$ cat config.mk
export PLATFORM = sky130hd
export DESIGN_NAME = uart_prog_loader
export DESIGN_NICKNAME = d
export VERILOG_FILES = /design/src/rtl/uart_prog_loader.sv
export SDC_FILE = /design/constraint.sdc
export NUM_CORES = 1
export LEC_CHECK = 0
export CAP_MARGIN = 5
export CORE_ASPECT_RATIO = 1.1
export CORE_MARGIN = 4
export CORE_UTILIZATION = 45
export CTS_BUF_LIST = sky130_fd_sc_hd__clkbuf_8
export DETAILED_ROUTE_END_ITERATION = 6
export GPL_TIMING_DRIVEN = 1
export PLACE_DENSITY_LB_ADDON = 0.2
export RECOVER_POWER = 100
export REMOVE_ABC_BUFFERS = 1
export SYNTH_ARGS = -nofsm -noshare
export SYNTH_HDL_FRONTEND = slang
export SYNTH_SLANG_ARGS = --single-unit
$ cat constraint.sdc
create_clock -name wb_clk_i -period 3.9 [get_ports wb_clk_i]
set_clock_uncertainty 0.15 [all_clocks]
set_input_delay 0.39 -clock wb_clk_i [delete_from_list [all_inputs] [get_ports wb_clk_i]]
set_output_delay 0.39 -clock wb_clk_i [all_outputs]
set_load 0.03 [all_outputs]
$ cat src/rtl/uart_prog_loader.sv
// rtl/uart_prog_loader.sv - UART 8N1 program loader: packs bytes into 32-bit words, writes instruction memory, releases core reset.
module uart_prog_loader #(
  parameter int          CLKS_PER_BIT = 434,
  parameter int          ADDR_W       = 8,
  parameter logic [31:0] END_WORD     = 32'h00000FFF
) (
  input  logic              wb_clk_i,
  input  logic              wb_rst_i,
  input  logic              rx_i,
  input  logic              en_i,
  output logic              mem_we_o,
  output logic [ADDR_W-1:0] mem_addr_o,
  output logic [31:0]       mem_wdata_o,
  output logic              byte_valid_o,
  output logic [7:0]        rx_byte_o,
  output logic              frame_err_o,
  output logic              prog_done_o,
  output logic              core_rst_o
);

  localparam int TW = $clog2(CLKS_PER_BIT);
  localparam logic [TW-1:0] HALF_T = TW'(CLKS_PER_BIT / 2 - 1);
  localparam logic [TW-1:0] FULL_T = TW'(CLKS_PER_BIT - 1);

  typedef enum logic [2:0] {IDLE, START, DATA, STOP, WAIT_IDLE} state_t;

  state_t            state;
  logic              rx_m, rx_s;
  logic [TW-1:0]     timer;
  logic [2:0]        bit_idx;
  logic [7:0]        shift;
  logic [1:0]        byte_cnt;
  logic [31:0]       word;
  logic [31:0]       full_word;
  logic [ADDR_W-1:0] word_cnt;

  always_ff @(posedge wb_clk_i) begin
    if (wb_rst_i) begin
      rx_m <= 1'b1;
      rx_s <= 1'b1;
    end else begin
      rx_m <= rx_i;
      rx_s <= rx_m;
    end
  end

  always_ff @(posedge wb_clk_i) begin
    if (wb_rst_i) begin
      state        <= IDLE;
      timer        <= '0;
      bit_idx      <= '0;
      shift        <= '0;
      byte_valid_o <= 1'b0;
      rx_byte_o    <= '0;
      frame_err_o  <= 1'b0;
    end else begin
      byte_valid_o <= 1'b0;
      if (!en_i || prog_done_o) begin
        state <= IDLE;
      end else begin
        case (state)
          IDLE: begin
            if (!rx_s) begin
              state <= START;
              timer <= '0;
            end
          end
          // Re-check the start bit at mid-bit; from here on every sample lands mid-bit.
          START: begin
            if (timer == HALF_T) begin
              timer   <= '0;
              bit_idx <= '0;
              state   <= rx_s ? IDLE : DATA;
            end else begin
              timer <= timer + TW'(1);
            end
          end
          DATA: begin
            if (timer == FULL_T) begin
              timer          <= '0;
              shift[bit_idx] <= rx_s;
              if (bit_idx == 3'd7) state <= STOP;
              else bit_idx <= bit_idx + 3'd1;
            end else begin
              timer <= timer + TW'(1);
            end
          end
          STOP: begin
            if (timer == FULL_T) begin
              timer <= '0;
              if (rx_s) begin
                rx_byte_o    <= shift;
                byte_valid_o <= 1'b1;
                state        <= IDLE;
              end else begin
                frame_err_o <= 1'b1;
                state       <= WAIT_IDLE;
              end
            end else begin
              timer <= timer + TW'(1);
            end
          end
          WAIT_IDLE: begin
            if (rx_s) state <= IDLE;
          end
          default: state <= IDLE;
        endcase
      end
    end
  end

  always_comb begin
    full_word = word;
    full_word[{byte_cnt, 3'b000} +: 8] = rx_byte_o;
  end

  // Word packer; a write to the last address also ends loading since there is no wrap.
  always_ff @(posedge wb_clk_i) begin
    if (wb_rst_i) begin
      mem_we_o    <= 1'b0;
      mem_addr_o  <= '0;
      mem_wdata_o <= '0;
      prog_done_o <= 1'b0;
      core_rst_o  <= 1'b1;
      byte_cnt    <= '0;
      word        <= '0;
      word_cnt    <= '0;
    end else begin
      mem_we_o   <= 1'b0;
      core_rst_o <= !prog_done_o;
      if (!en_i) begin
        byte_cnt <= '0;
        word     <= '0;
      end else if (byte_valid_o && !prog_done_o) begin
        word     <= full_word;
        byte_cnt <= byte_cnt + 2'd1;
        if (byte_cnt == 2'd3) begin
          if (full_word == END_WORD) begin
            prog_done_o <= 1'b1;
          end else begin
            mem_we_o    <= 1'b1;
            mem_addr_o  <= word_cnt;
            mem_wdata_o <= full_word;
            word_cnt    <= word_cnt + 1'b1;
            if (word_cnt == '1) prog_done_o <= 1'b1;
          end
        end
      end
    end
  end

endmodule

==> impl_metrics.csv <==
group,metric,value,unit
run_status,status,"finished, violations left",
run_status,violations,"capacitance limit, slew limit",
floorplanning,die_h,123,um
drt,routed_wl,12300,um
final_layout,drive_above_1_share,8.63,%
final_layout,multi_input_area,2740,um2
sta,worst_pin_slew,2.10,ns
global_routing,grtUsageTotal,18.6,%
power,switching_share,20.5,%
sta,finalCriticalPeriod,3.46,ns
power,p_leak,2.45,nW
sta,report.final.hold_viol_count,0,
power,pwr-share-seq,49.6,%
sta,fmax,289,MHz
drt,first_pass_iters,5,
setup_path,endpoint_kind,"flip-flop",
sta,tns,0,ns
setup_path,worstPathMaxFanout,12,
placement,gp_congestion,0.841,
global_routing,grtUsageMet3,4.65,%
power,vdd_drop_max,0.241,mV
floorplanning,dieArea,13900,um2
power,clockPowerShare,49.0,%
global_routing,grt_first_pass_wirelength,20600,um
final_layout,antennaDiodeCount,0,
yosys,synth_edf_count,0,
drt,drt_iter0_markers,271,
clock_network,clk_latency,0.44,ns
yosys,synthCells,620,
placement,portBuffers,56,
global_routing,antenna_found_initial,0,
placement,dp_hpwl,8460,um
final_layout,fillCellCount,1057,
global_routing,met2_usage,30.1,%
clock_network,ctsResizeCount,0,
power,switchingPower,0.000508,W
sta,slew_violations,97,
yosys,synth.yosys.warnings,0,
floorplanning,fp.coreArea,11600,um2
drt,vias,4391,
setup_path,path_class,"reg2reg",
final_layout,area_growth,19.1,%
power,p_comb_share,1.4,%
setup_path,critPathLaunchType,"flip-flop",
power,power_density,383,nW/um2
clock_network,h-tree-depth,4,
global_routing,use_met1,23.9,%
setup_path,reg2reg_slack,0.44,ns
setup_path,crit_required,3.99,ns
drt,ant_nets,0,
yosys,synth_area_per_cell,8.77,um2
yosys,syn-cell-area,5440,um2
sta,setup_viol,0,
clock_network,post_cts_buffers,0,
sta,rsz0062_at_grt,"false",
global_routing,grt_pass1_vias,4180,
power,p_int,0.00197,W
sta,slew_headroom,-39.9,%
sta,fin_crit_sh,88.8,%
clock_network,numCtsBuffers,17,
final_layout,final_cell_mix,"125 x nor2_1, 120 x dfxtp_1, 54 x a211oi_1, 53 x dlygate4sd3_1, 45 x a21oi_1",
yosys,yosysSeqAreaShare,44.2,%
clock_network,hold_buffers,0,
clock_network,cts_tree,"built",
drt,drt-wirelength-per-cell,14.9,um
floorplanning,io_pins,57,
final_layout,ff_latch_area,2400,um2
final_layout,layout_commonest_cell,"nor2_1",
flow_run,drv_cap,2,
drt,routed_via_density,5.34,
clock_network,root_buffer,"clkbuf_8",
floorplanning,initial_core_util,46.7,%
final_layout,fin_nets,674,
clock_network,cts_buffer_depth,2,
placement,dp_slack,0.480,ns
sta,fin_ws,0.437,ns
clock_network,clk_pin_slew,0.07,ns
global_routing,grt_overflow_total,0,
floorplanning,die-width,113,um
floorplanning,num_rows,41,
drt,remaining_drc_errors,0,
yosys,ys.flop_type,"dfxtp_1",
setup_path,cp_data_arrival_time,3.55,ns
yosys,ys_seq_elements,120,
yosys,synth_cell_types,58,
worst_hold_path,hold_path_class,"reg2reg",
global_routing,gr-max-usage-layer,"met2",
global_routing,grt_max_degree,53,
yosys,async_flop_share,0,%
clock_network,numClockSinks,120,
## layer usage
metal | part of all wire, % | up-vias
met1 | 48 | 2010
met3 | 4.2 | 16
met5 | 0 | -
met4 | 1.6 | 0
li1 | - | 2270
met2 | 47 | 95
## synthesized netlist by cell type (5+ instances only)
master / n / share of area (%)
inv_1: 13 / 0.90
nor3_1: 7 / 0.64
nand3_1: 11 / 1.0
nor2b_1: 29 / 3.3
a21oi_1: 45 / 4.1
buf_2: 6 / 0.55
nand3b_1: 5 / 0.69
ha_1: 11 / 2.5
and3_1: 6 / 0.69
nor2_1: 125 / 8.6
or3_1: 5 / 0.58
dfxtp_1: 120 / 44
clkbuf_1: 38 / 2.6
nor4_1: 5 / 0.58
nor3b_1: 7 / 0.97
a22oi_1: 5 / 0.69
o21ai_0: 9 / 0.83
a211oi_1: 50 / 6.9
a211oi_2: 10 / 2.3
mux2i_1: 29 / 5.3
nand2_1: 18 / 1.2
xor2_1: 5 / 0.81
## kinds of logic (layout without fill, tap and decap cells)
group	count (synthesis)	count (layout)	synth area share (%)
AND/OR/NAND/NOR	243	243	22.4
AO/OA/AOI/OAI	146	146	19.2
flip-flops	120	120	44.2
buffers and inverters	63	115	5.04
multiplexers	29	29	5.34
adder cells (fa/ha/maj)	11	11	2.53
XOR/XNOR	8	8	1.29
## state kept, by name, indices dropped and copies added, names as in the netlist, 2 cells and up
register / flops
shift: 8
rx_byte_o: 8
timer: 9
byte_cnt: 2
word: 32
state: 3
bit_idx: 3
mem_wdata_o: 32
mem_addr_o: 8
word_cnt: 8
## worst paths after layout
path | startpoint | endpoint | cells past startpoint
max reg2reg | byte_cnt[0] | mem_addr_o[7] | 10
max | byte_cnt[0] | mem_addr_o[7] | 10
min reg2reg | rx_m | rx_s | 1
min | rx_m | rx_s | 1
## final cells by class
class                   count  share of cell area [%]
well taps                 150                    2.90
inverters                  13                   0.754
multi-input cells         437                    42.4
clock buffers              20                    4.25
flip-flops and latches    120                    37.1
repair buffers             70                    10.2
clock inverters            12                    2.43
## power groups by stage
stage	logic [W]	registers (W)	clock network, W
after floorplan	0.0000121	0.00126	0
after global placement	0.0000351	0.00126	0
after detailed placement	0.0000357	0.00126	0
after CTS	0.0000357	0.00123	0.00124
after global routing	0.0000371	0.00123	0.00129
final	0.0000340	0.00123	0.00121
## critical path, stage by stage (launching register included)
cell       delay, ns
dfxtp_1         0.54
inv_1           0.14
ha_1            0.37
nor2b_1         0.21
and2_1          0.31
a2111oi_0       0.47
o2111ai_1       0.21
buf_4           0.20
o21ai_2         0.37
mux2i_1         0.26
nor2_1          0.05
## metrics by stage
step	total power [W]	hold slack, ns	instance area [um2]	utilization [%]	cells
floorplan	0.00127	0.239	5210	-	570
global placement	0.00129	0.244	6080	52.2	790
detailed placement	0.00129	0.247	6080	52.2	790
CTS	0.00250	0.267	6510	55.9	822
global route	0.00255	0.280	6470	55.6	822
finish	0.00248	0.264	6470	55.6	822
Note: power is estimated with default switching activity, not from simulation.
